===== src/rtl/icache_pkg.sv =====
// Shared types and constants for the instruction-cache refill controller.
// Optional feature macro used by the controller: REFILL_TIMEOUT_EN.
package icache_pkg;

    localparam int BEAT_W     = 64;
    localparam int BEAT_BYTES = BEAT_W / 8;
    localparam int DEFAULT_B  = 64;

    typedef enum logic [2:0] {
        IDLE,
        REQ,
        COLLECT,
        STREAM,
        DONE
    } refill_state_t;

    // Clears the byte-offset bits so the address points at the start of its block.
    function automatic logic [31:0] block_align(input logic [31:0] addr,
                                                input int unsigned blk_bytes);
        logic [31:0] w_mask;
        w_mask = blk_bytes[31:0] - 32'd1;
        return addr & ~w_mask;
    endfunction

endpackage


===== src/rtl/instr_cache_refill_ctrl_if.sv =====
// Cache-set / memory handshake bundle for the refill controller.
// The controller drives the master side; the cache set and memory sit on the slave side.
interface instr_cache_refill_ctrl_if;
    import icache_pkg::*;

    logic              CacheMiss;
    logic [31:0]       Addr;
    logic              MemReq;
    logic [31:0]       MemAddr;
    logic              MemAck;
    logic              MemValid;
    logic [BEAT_W-1:0] MemData;
    logic              RepReady;
    logic [BEAT_W-1:0] RepWord;
    logic              Stall;
    logic              RefillError;

    modport master (
        input  CacheMiss, Addr, MemAck, MemValid, MemData,
        output MemReq, MemAddr, RepReady, RepWord, Stall, RefillError
    );

    modport slave (
        output CacheMiss, Addr, MemAck, MemValid, MemData,
        input  MemReq, MemAddr, RepReady, RepWord, Stall, RefillError
    );

endinterface


===== src/rtl/refill_buffer.sv =====
// Beat buffer for one cache block: write-by-index, asynchronous read-by-index.
// Holds data only, so it carries no reset.
module refill_buffer
    import icache_pkg::*;
#(
    parameter int Beats = DEFAULT_B / BEAT_BYTES
) (
    input  logic                     clk,
    input  logic                     i_we,
    input  logic [$clog2(Beats)-1:0] i_widx,
    input  logic [BEAT_W-1:0]        i_wdata,
    input  logic [$clog2(Beats)-1:0] i_ridx,
    output logic [BEAT_W-1:0]        o_rdata
);

    logic [BEAT_W-1:0] r_mem [Beats];

    always_ff @(posedge clk) begin
        if (i_we) begin
            r_mem[i_widx] <= i_wdata;
        end
    end

    assign o_rdata = r_mem[i_ridx];

endmodule


===== src/rtl/instr_cache_refill_ctrl.sv =====
// Instruction-cache refill controller: requests a block, collects its beats, streams them to the set.
// Optional refill timeout is built only when REFILL_TIMEOUT_EN is defined.
module instr_cache_refill_ctrl
    import icache_pkg::*;
#(
    parameter int B             = DEFAULT_B,
    parameter int TimeoutCycles = 255
) (
    input logic                       clk,
    input logic                       reset,
    instr_cache_refill_ctrl_if.master bus
);

    localparam int              Beats    = B / BEAT_BYTES;
    localparam int              CntW     = $clog2(Beats);
    localparam logic [CntW-1:0] LastBeat = CntW'(Beats - 1);

    if (B < 16 || (B & (B - 1)) != 0 || TimeoutCycles < 1) begin : g_cfg_check
        $error("instr_cache_refill_ctrl: B must be a power of two >= 16 and TimeoutCycles >= 1");
    end

    refill_state_t     r_state;
    logic              r_mem_req;
    logic [31:0]       r_mem_addr;
    logic              r_rep_ready;
    logic              r_refill_error;
    logic [CntW-1:0]   r_beat_cnt;
    logic              w_buf_we;
    logic [BEAT_W-1:0] w_buf_rdata;
    logic              w_tmo_hit;

`ifdef REFILL_TIMEOUT_EN
    localparam int TmoW = $clog2(TimeoutCycles + 1);
    logic [TmoW-1:0] r_tmo_cnt;

    // The counter holds the number of REQ/COLLECT cycles already completed, so
    // the abort lands on the edge that closes the TimeoutCycles-th such cycle.
    assign w_tmo_hit = (r_state inside {REQ, COLLECT}) &&
                       (r_tmo_cnt == TmoW'(TimeoutCycles - 1));
`else
    assign w_tmo_hit = 1'b0;
`endif

    assign w_buf_we = (r_state == COLLECT) && bus.MemValid;

    // The same counter indexes writes while collecting and reads while streaming.
    refill_buffer #(
        .Beats (Beats)
    ) u_buf (
        .clk     (clk),
        .i_we    (w_buf_we),
        .i_widx  (r_beat_cnt),
        .i_wdata (bus.MemData),
        .i_ridx  (r_beat_cnt),
        .o_rdata (w_buf_rdata)
    );

    always_ff @(posedge clk or posedge reset) begin
        if (reset) begin
            r_state        <= IDLE;
            r_mem_req      <= 1'b0;
            r_mem_addr     <= '0;
            r_rep_ready    <= 1'b0;
            r_refill_error <= 1'b0;
            r_beat_cnt     <= '0;
`ifdef REFILL_TIMEOUT_EN
            r_tmo_cnt      <= '0;
`endif
        end else begin
            r_refill_error <= 1'b0;
`ifdef REFILL_TIMEOUT_EN
            if (r_state inside {REQ, COLLECT}) begin
                r_tmo_cnt <= r_tmo_cnt + 1'b1;
            end
`endif
            unique case (r_state)
                IDLE: begin
                    if (bus.CacheMiss) begin
                        r_mem_addr <= block_align(bus.Addr, B);
                        r_mem_req  <= 1'b1;
                        r_state    <= REQ;
`ifdef REFILL_TIMEOUT_EN
                        r_tmo_cnt  <= '0;
`endif
                    end
                end
                REQ: begin
                    if (w_tmo_hit) begin
                        r_mem_req      <= 1'b0;
                        r_refill_error <= 1'b1;
                        r_beat_cnt     <= '0;
                        r_state        <= IDLE;
                    end else if (bus.MemAck) begin
                        r_mem_req <= 1'b0;
                        r_state   <= COLLECT;
                    end
                end
                COLLECT: begin
                    // A block completing on the timeout edge is kept, not aborted.
                    if (bus.MemValid && r_beat_cnt == LastBeat) begin
                        r_beat_cnt  <= '0;
                        r_rep_ready <= 1'b1;
                        r_state     <= STREAM;
                    end else if (w_tmo_hit) begin
                        r_refill_error <= 1'b1;
                        r_beat_cnt     <= '0;
                        r_state        <= IDLE;
                    end else if (bus.MemValid) begin
                        r_beat_cnt <= r_beat_cnt + 1'b1;
                    end
                end
                STREAM: begin
                    if (r_beat_cnt == LastBeat) begin
                        r_beat_cnt  <= '0;
                        r_rep_ready <= 1'b0;
                        r_state     <= DONE;
                    end else begin
                        r_beat_cnt <= r_beat_cnt + 1'b1;
                    end
                end
                DONE: begin
                    r_state <= IDLE;
                end
                default: begin
                    r_state <= IDLE;
                end
            endcase
        end
    end

    assign bus.MemReq      = r_mem_req;
    assign bus.MemAddr     = r_mem_addr;
    assign bus.RepReady    = r_rep_ready;
    assign bus.RepWord     = r_rep_ready ? w_buf_rdata : '0;
    assign bus.RefillError = r_refill_error;

    // The IDLE term follows CacheMiss directly so the pipeline stalls in the miss cycle itself.
    assign bus.Stall = ~reset & ((r_state inside {REQ, COLLECT, STREAM}) ||
                                 (r_state == IDLE && bus.CacheMiss));

endmodule


===== src/flat_wrapper.sv =====
// flat-port wrapper written by rule: the top's interface ports become plain ports
module instr_cache_refill_ctrl_flat import icache_pkg::*;
#(
    parameter int B             = DEFAULT_B,
    parameter int TimeoutCycles = 255
)
  (clk, reset, bus_CacheMiss, bus_Addr, bus_MemAck, bus_MemValid, bus_MemData, bus_MemReq, bus_MemAddr, bus_RepReady, bus_RepWord, bus_Stall, bus_RefillError);
  instr_cache_refill_ctrl_if bus_i ();
  input logic clk;
  input logic reset;
  input wire logic [$bits(bus_i.CacheMiss)-1:0] bus_CacheMiss;
  input wire logic [$bits(bus_i.Addr)-1:0] bus_Addr;
  input wire logic [$bits(bus_i.MemAck)-1:0] bus_MemAck;
  input wire logic [$bits(bus_i.MemValid)-1:0] bus_MemValid;
  input wire logic [$bits(bus_i.MemData)-1:0] bus_MemData;
  output wire logic [$bits(bus_i.MemReq)-1:0] bus_MemReq;
  output wire logic [$bits(bus_i.MemAddr)-1:0] bus_MemAddr;
  output wire logic [$bits(bus_i.RepReady)-1:0] bus_RepReady;
  output wire logic [$bits(bus_i.RepWord)-1:0] bus_RepWord;
  output wire logic [$bits(bus_i.Stall)-1:0] bus_Stall;
  output wire logic [$bits(bus_i.RefillError)-1:0] bus_RefillError;
  assign bus_i.CacheMiss = bus_CacheMiss;
  assign bus_i.Addr = bus_Addr;
  assign bus_i.MemAck = bus_MemAck;
  assign bus_i.MemValid = bus_MemValid;
  assign bus_i.MemData = bus_MemData;
  assign bus_MemReq = bus_i.MemReq;
  assign bus_MemAddr = bus_i.MemAddr;
  assign bus_RepReady = bus_i.RepReady;
  assign bus_RepWord = bus_i.RepWord;
  assign bus_Stall = bus_i.Stall;
  assign bus_RefillError = bus_i.RefillError;
  instr_cache_refill_ctrl #(.B(B), .TimeoutCycles(TimeoutCycles)) u_core (.clk(clk), .reset(reset), .bus(bus_i));
endmodule

===== config.mk =====
export PLATFORM = sky130hd
export DESIGN_NAME = instr_cache_refill_ctrl_flat
export DESIGN_NICKNAME = d
export VERILOG_FILES = /design/src/rtl/icache_pkg.sv /design/src/rtl/instr_cache_refill_ctrl_if.sv /design/src/rtl/refill_buffer.sv /design/src/rtl/instr_cache_refill_ctrl.sv /design/src/flat_wrapper.sv
export SDC_FILE = /design/constraint.sdc
export NUM_CORES = 1
export LEC_CHECK = 0
export BUFFER_PORTS_ARGS = -buffer_cell sky130_fd_sc_hd__buf_2
export CAP_MARGIN = 10
export CORE_UTILIZATION = 59
export DETAILED_ROUTE_END_ITERATION = 6
export HOLD_SLACK_MARGIN = 0.06
export PLACE_DENSITY = 0.88
export SYNTH_ARGS = -nofsm -noshare
export SYNTH_HDL_FRONTEND = slang
export SYNTH_HIERARCHICAL = 1
export SYNTH_SLANG_ARGS = --single-unit

===== constraint.sdc =====
create_clock -name clk -period 8.55 [get_ports clk]
set_clock_uncertainty 0.1 [all_clocks]
set_input_delay 1.2825 -clock clk [delete_from_list [all_inputs] [get_ports clk]]
set_output_delay 1.2825 -clock clk [all_outputs]
set_load 0.03 [all_outputs]

==> flow_results.xml <==
<?xml version="1.0" encoding="UTF-8"?>
<metrics>
  <group name="run_status">
    <metric name="outcome" unit="">finished clean</metric>
  </group>
  <group name="synth">
    <metric name="mappedNetlistArea" unit="µm²">21160</metric>
    <metric name="syn_avg_cell_area" unit="µm²">22.70</metric>
    <metric name="post-synth-top-area-cell" unit="">edfxtp_1</metric>
    <metric name="asr_flop_ratio_synth" unit="">0.06227</metric>
    <metric name="synth_edf_count" unit="">512</metric>
    <metric name="fraction_of_the_yosys_area_taken_by_sequential_cells" unit="">0.7668</metric>
    <metric name="synth.most_common_cell" unit="">edfxtp_1</metric>
    <metric name="commonest_cells_in_the_netlist" unit="">512 x edfxtp_1, 128 x mux4_2, 91 x mux2_2</metric>
    <metric name="synth.ff_latch_count" unit="">546</metric>
    <metric name="yosys_most_used_dff" unit="">edfxtp_1</metric>
    <metric name="proportion_of_netlist_area_held_by_the_largest_area_contributor" unit="">0.7266</metric>
    <metric name="library_cells_used_by_synthesis" unit="">29</metric>
    <metric name="synth.top_cells.by_area" unit="">edfxtp_1 73%, mux4_2 14%, mux2_2 4.8%</metric>
    <metric name="yosys_warnings" unit="">6</metric>
    <metric name="netlist_instances" unit="">932</metric>
  </group>
  <group name="timing">
    <metric name="hold_violations" unit="">0</metric>
    <metric name="slew_violations" unit="">0</metric>
    <metric name="fin_crit" unit="ps">5069</metric>
    <metric name="slew_headroom" unit="">0.2159</metric>
    <metric name="tightest_slew" unit="ps">1173</metric>
    <metric name="setup_total_negative_slack" unit="ps">0</metric>
    <metric name="fmax" unit="MHz">197.3</metric>
    <metric name="grt_setup_unrepaired" unit="">false</metric>
    <metric name="final.period_utilization" unit="">0.5929</metric>
    <metric name="timing.final.setup_violations" unit="">0</metric>
  </group>
  <group name="die">
    <metric name="die_area" unit="µm²">36630</metric>
    <metric name="initial_utilization" unit="">0.6066</metric>
    <metric name="die_y" unit="µm">191.4</metric>
    <metric name="floorplan.rows" unit="">68</metric>
    <metric name="die_width" unit="µm">191.4</metric>
    <metric name="boundaryPins" unit="">201</metric>
    <metric name="core_area" unit="µm²">34880</metric>
  </group>
  <group name="cells_and_area">
    <metric name="areaGrowthSynthToFinish" unit="%">14.58</metric>
    <metric name="utilization" unit="">0.6951</metric>
    <metric name="finish.instance_area" unit="µm²">24250</metric>
    <metric name="fillCellCount" unit="">2050</metric>
    <metric name="fin_nets" unit="">1245</metric>
    <metric name="final_layout_size_suffix_gt1_frac" unit="">0.4320</metric>
  </group>
  <group name="placed_design">
    <metric name="gp_routability_congestion" unit="">0.7473</metric>
    <metric name="numPortBuffers" unit="">187</metric>
    <metric name="detailed_place.area" unit="µm²">22550</metric>
    <metric name="dp_hpwl" unit="mm">21.98</metric>
  </group>
  <group name="global_routing">
    <metric name="antenna_found_initial" unit="">4</metric>
    <metric name="grt_overflow_total" unit="">0</metric>
    <metric name="grt_first_pass_wirelength" unit="mm">62.04</metric>
    <metric name="number_of_global_route_vias_before_repair" unit="">10610</metric>
    <metric name="grt_max_degree" unit="">108</metric>
    <metric name="grt.total_usage" unit="">0.2336</metric>
  </group>
  <group name="setup_path">
    <metric name="startpoint_of_the_worst_register_to_register_path" unit="">u_core/r_beat_cnt[2]</metric>
    <metric name="start_kind" unit="">flop</metric>
    <metric name="worst-endpoint-arrival" unit="ps">3690</metric>
    <metric name="critPathRequiredTime" unit="ps">7170</metric>
    <metric name="register_to_register_setup_slack" unit="ps">3860</metric>
    <metric name="worst-path-max-fanout" unit="">68</metric>
    <metric name="rr_endpoint" unit="">u_core/u_buf/r_mem[7][50]</metric>
    <metric name="ff2ff_path_depth" unit="">4</metric>
    <metric name="critPathKind" unit="">reg -&gt; out</metric>
    <metric name="worstSetupEndpointType" unit="">output port</metric>
  </group>
  <group name="hold_path">
    <metric name="hp-start" unit="">u_core/bus.MemAddr[9]</metric>
    <metric name="hp-class" unit="">reg -&gt; reg</metric>
    <metric name="timing.hold.worst_path_depth" unit="">1</metric>
    <metric name="min_to" unit="">u_core/bus.MemAddr[9]</metric>
  </group>
  <group name="route">
    <metric name="routed-via-count" unit="">9852</metric>
    <metric name="drt-vias-per-instance" unit="">6.011</metric>
    <metric name="final_antenna_net_count" unit="">0</metric>
    <metric name="residual_drc" unit="">0</metric>
    <metric name="total_wire_length_after_detailed_routing" unit="mm">41.43</metric>
    <metric name="dr.pass1.iters" unit="">4</metric>
    <metric name="drtIter0Drc" unit="">913</metric>
    <metric name="avgRoutedWirePerCell" unit="µm">25.28</metric>
  </group>
  <group name="clocking">
    <metric name="number_of_buffers_inserted_during_clock_tree_synthesis" unit="">52</metric>
    <metric name="path_clk_slew" unit="ps">60</metric>
    <metric name="cts-hold-fix-buffers" unit="">0</metric>
    <metric name="clock_tree.root_cell" unit="">clkbuf_16</metric>
    <metric name="cts_max_level" unit="">2</metric>
    <metric name="cts.repair.resized" unit="">0</metric>
    <metric name="tritoncts" unit="">yes</metric>
    <metric name="buffers_inserted_by_post_cts_timing_repair" unit="">0</metric>
    <metric name="clock-sinks" unit="">546</metric>
    <metric name="worst_skew_pair.late_latency" unit="ps">560</metric>
    <metric name="ctsLongestPathBuffers" unit="">3</metric>
  </group>
  <group name="job">
    <metric name="max-cap-violations" unit="">0</metric>
  </group>
  <group name="power_and_ir_drop">
    <metric name="worst_ir_drop_vdd" unit="V">0.0002628</metric>
    <metric name="total_leakage_power" unit="nW">8.185</metric>
    <metric name="power.density_cell_area" unit="nW/µm²">333.6</metric>
  </group>
</metrics>
==> layout by cell type (no fill, tap or decap), drive strengths merged, types with 4 or more instances in the layout <==
cell        n
edfxtp    512
buf       204
mux4      128
mux2       92
and2       64
clkbuf     61
dfrtp      34
clkinv     18
nor2       10
inv         9
nand2       7
conb        7
bufinv      6
clkinvlp    5
nor3        5
a21oi       4
==> state kept, by name, indices dropped and copies added (netlist names) <==
signal               flops
u_core/bus.MemReq        1
u_core/bus.RepReady      1
u_core/u_buf/r_mem     512
u_core/r_beat_cnt        3
u_core/r_state           3
u_core/bus.MemAddr      26
==> worst max-delay path: stages (launching register included) <==
cell and delay [ps]:
dfrtp_4 1040, buf_4 890, mux4_2 410, mux2_2 310, and2_1 170, buf_2 180
==> worst max path at each step <==
stage	start	cells past startpoint	end	slack, ps
5_1_grt	u_core/r_beat_cnt[2]	5	bus_RepWord[12]	3360
3_5_place_dp	u_core/r_beat_cnt[2]	4	u_core/u_buf/r_mem[7][4]	3870
4_1_cts	u_core/r_beat_cnt[2]	5	bus_RepWord[12]	3480
6_report	u_core/r_beat_cnt[2]	5	bus_RepWord[12]	3480
3_3_place_gp	u_core/r_beat_cnt[2]	4	u_core/u_buf/r_mem[7][4]	3860
2_1_floorplan	bus_MemValid	4	u_core/u_buf/r_mem[0][0]	1990
==> report_power, final <==
part	internal, mW	leakage (nW)	switching [mW]
sequential	3.19	5.02	0.246
combinational	1.11	2.35	1.29
clock	1.32	0.815	0.938
==> per-layer routing <==
metal  vias to the layer above  GRT usage  wire, µm  share of wire
met5                         -          0        57         0.0014
li1                       4244          -         -              -
met2                       359     0.3999     21450           0.52
met3                        59    0.04535      2513          0.061
met1                      5182     0.3108     16740           0.40
met4                         8    0.05952       675          0.016
==> kinds of logic after synthesis <==
group / after synthesis / synth area share
flip-flops: 546 / 0.7668
AND/OR/NAND/NOR: 94 / 0.02637
other: 1 / 0.0001772
AO/OA/AOI/OAI: 11 / 0.003134
multiplexers: 220 / 0.1852
adder cells (fa/ha/maj): 2 / 0.001182
buffers and inverters: 58 / 0.01715
==> area by class of cell <==
class | instances | area, µm² | share of cell area
sequential | 546 | 16240 | 0.6697
clock inverter | 34 | 339.1 | 0.01398
inverter | 4 | 15.01 | 0.0006193
tap | 455 | 569.3 | 0.02348
clock buffer | 61 | 1356 | 0.05594
antenna | 1 | 2.502 | 0.0001032
multi-input combinational | 334 | 4649 | 0.1918
timing repair buffer | 204 | 1076 | 0.04438
==> stage by stage <==
step	instances	hold slack (ps)	power, mW	setup slack, ps
after floorplan	938	426.8	5.298	1993
after global placement	1543	370.5	5.839	3858
after detailed placement	1543	390.3	5.901	3865
after CTS	1638	403.9	8.170	3477
after global routing	1638	417.3	8.409	3358
final	1639	402.8	8.089	3481
(Power assumes the default switching activity.)
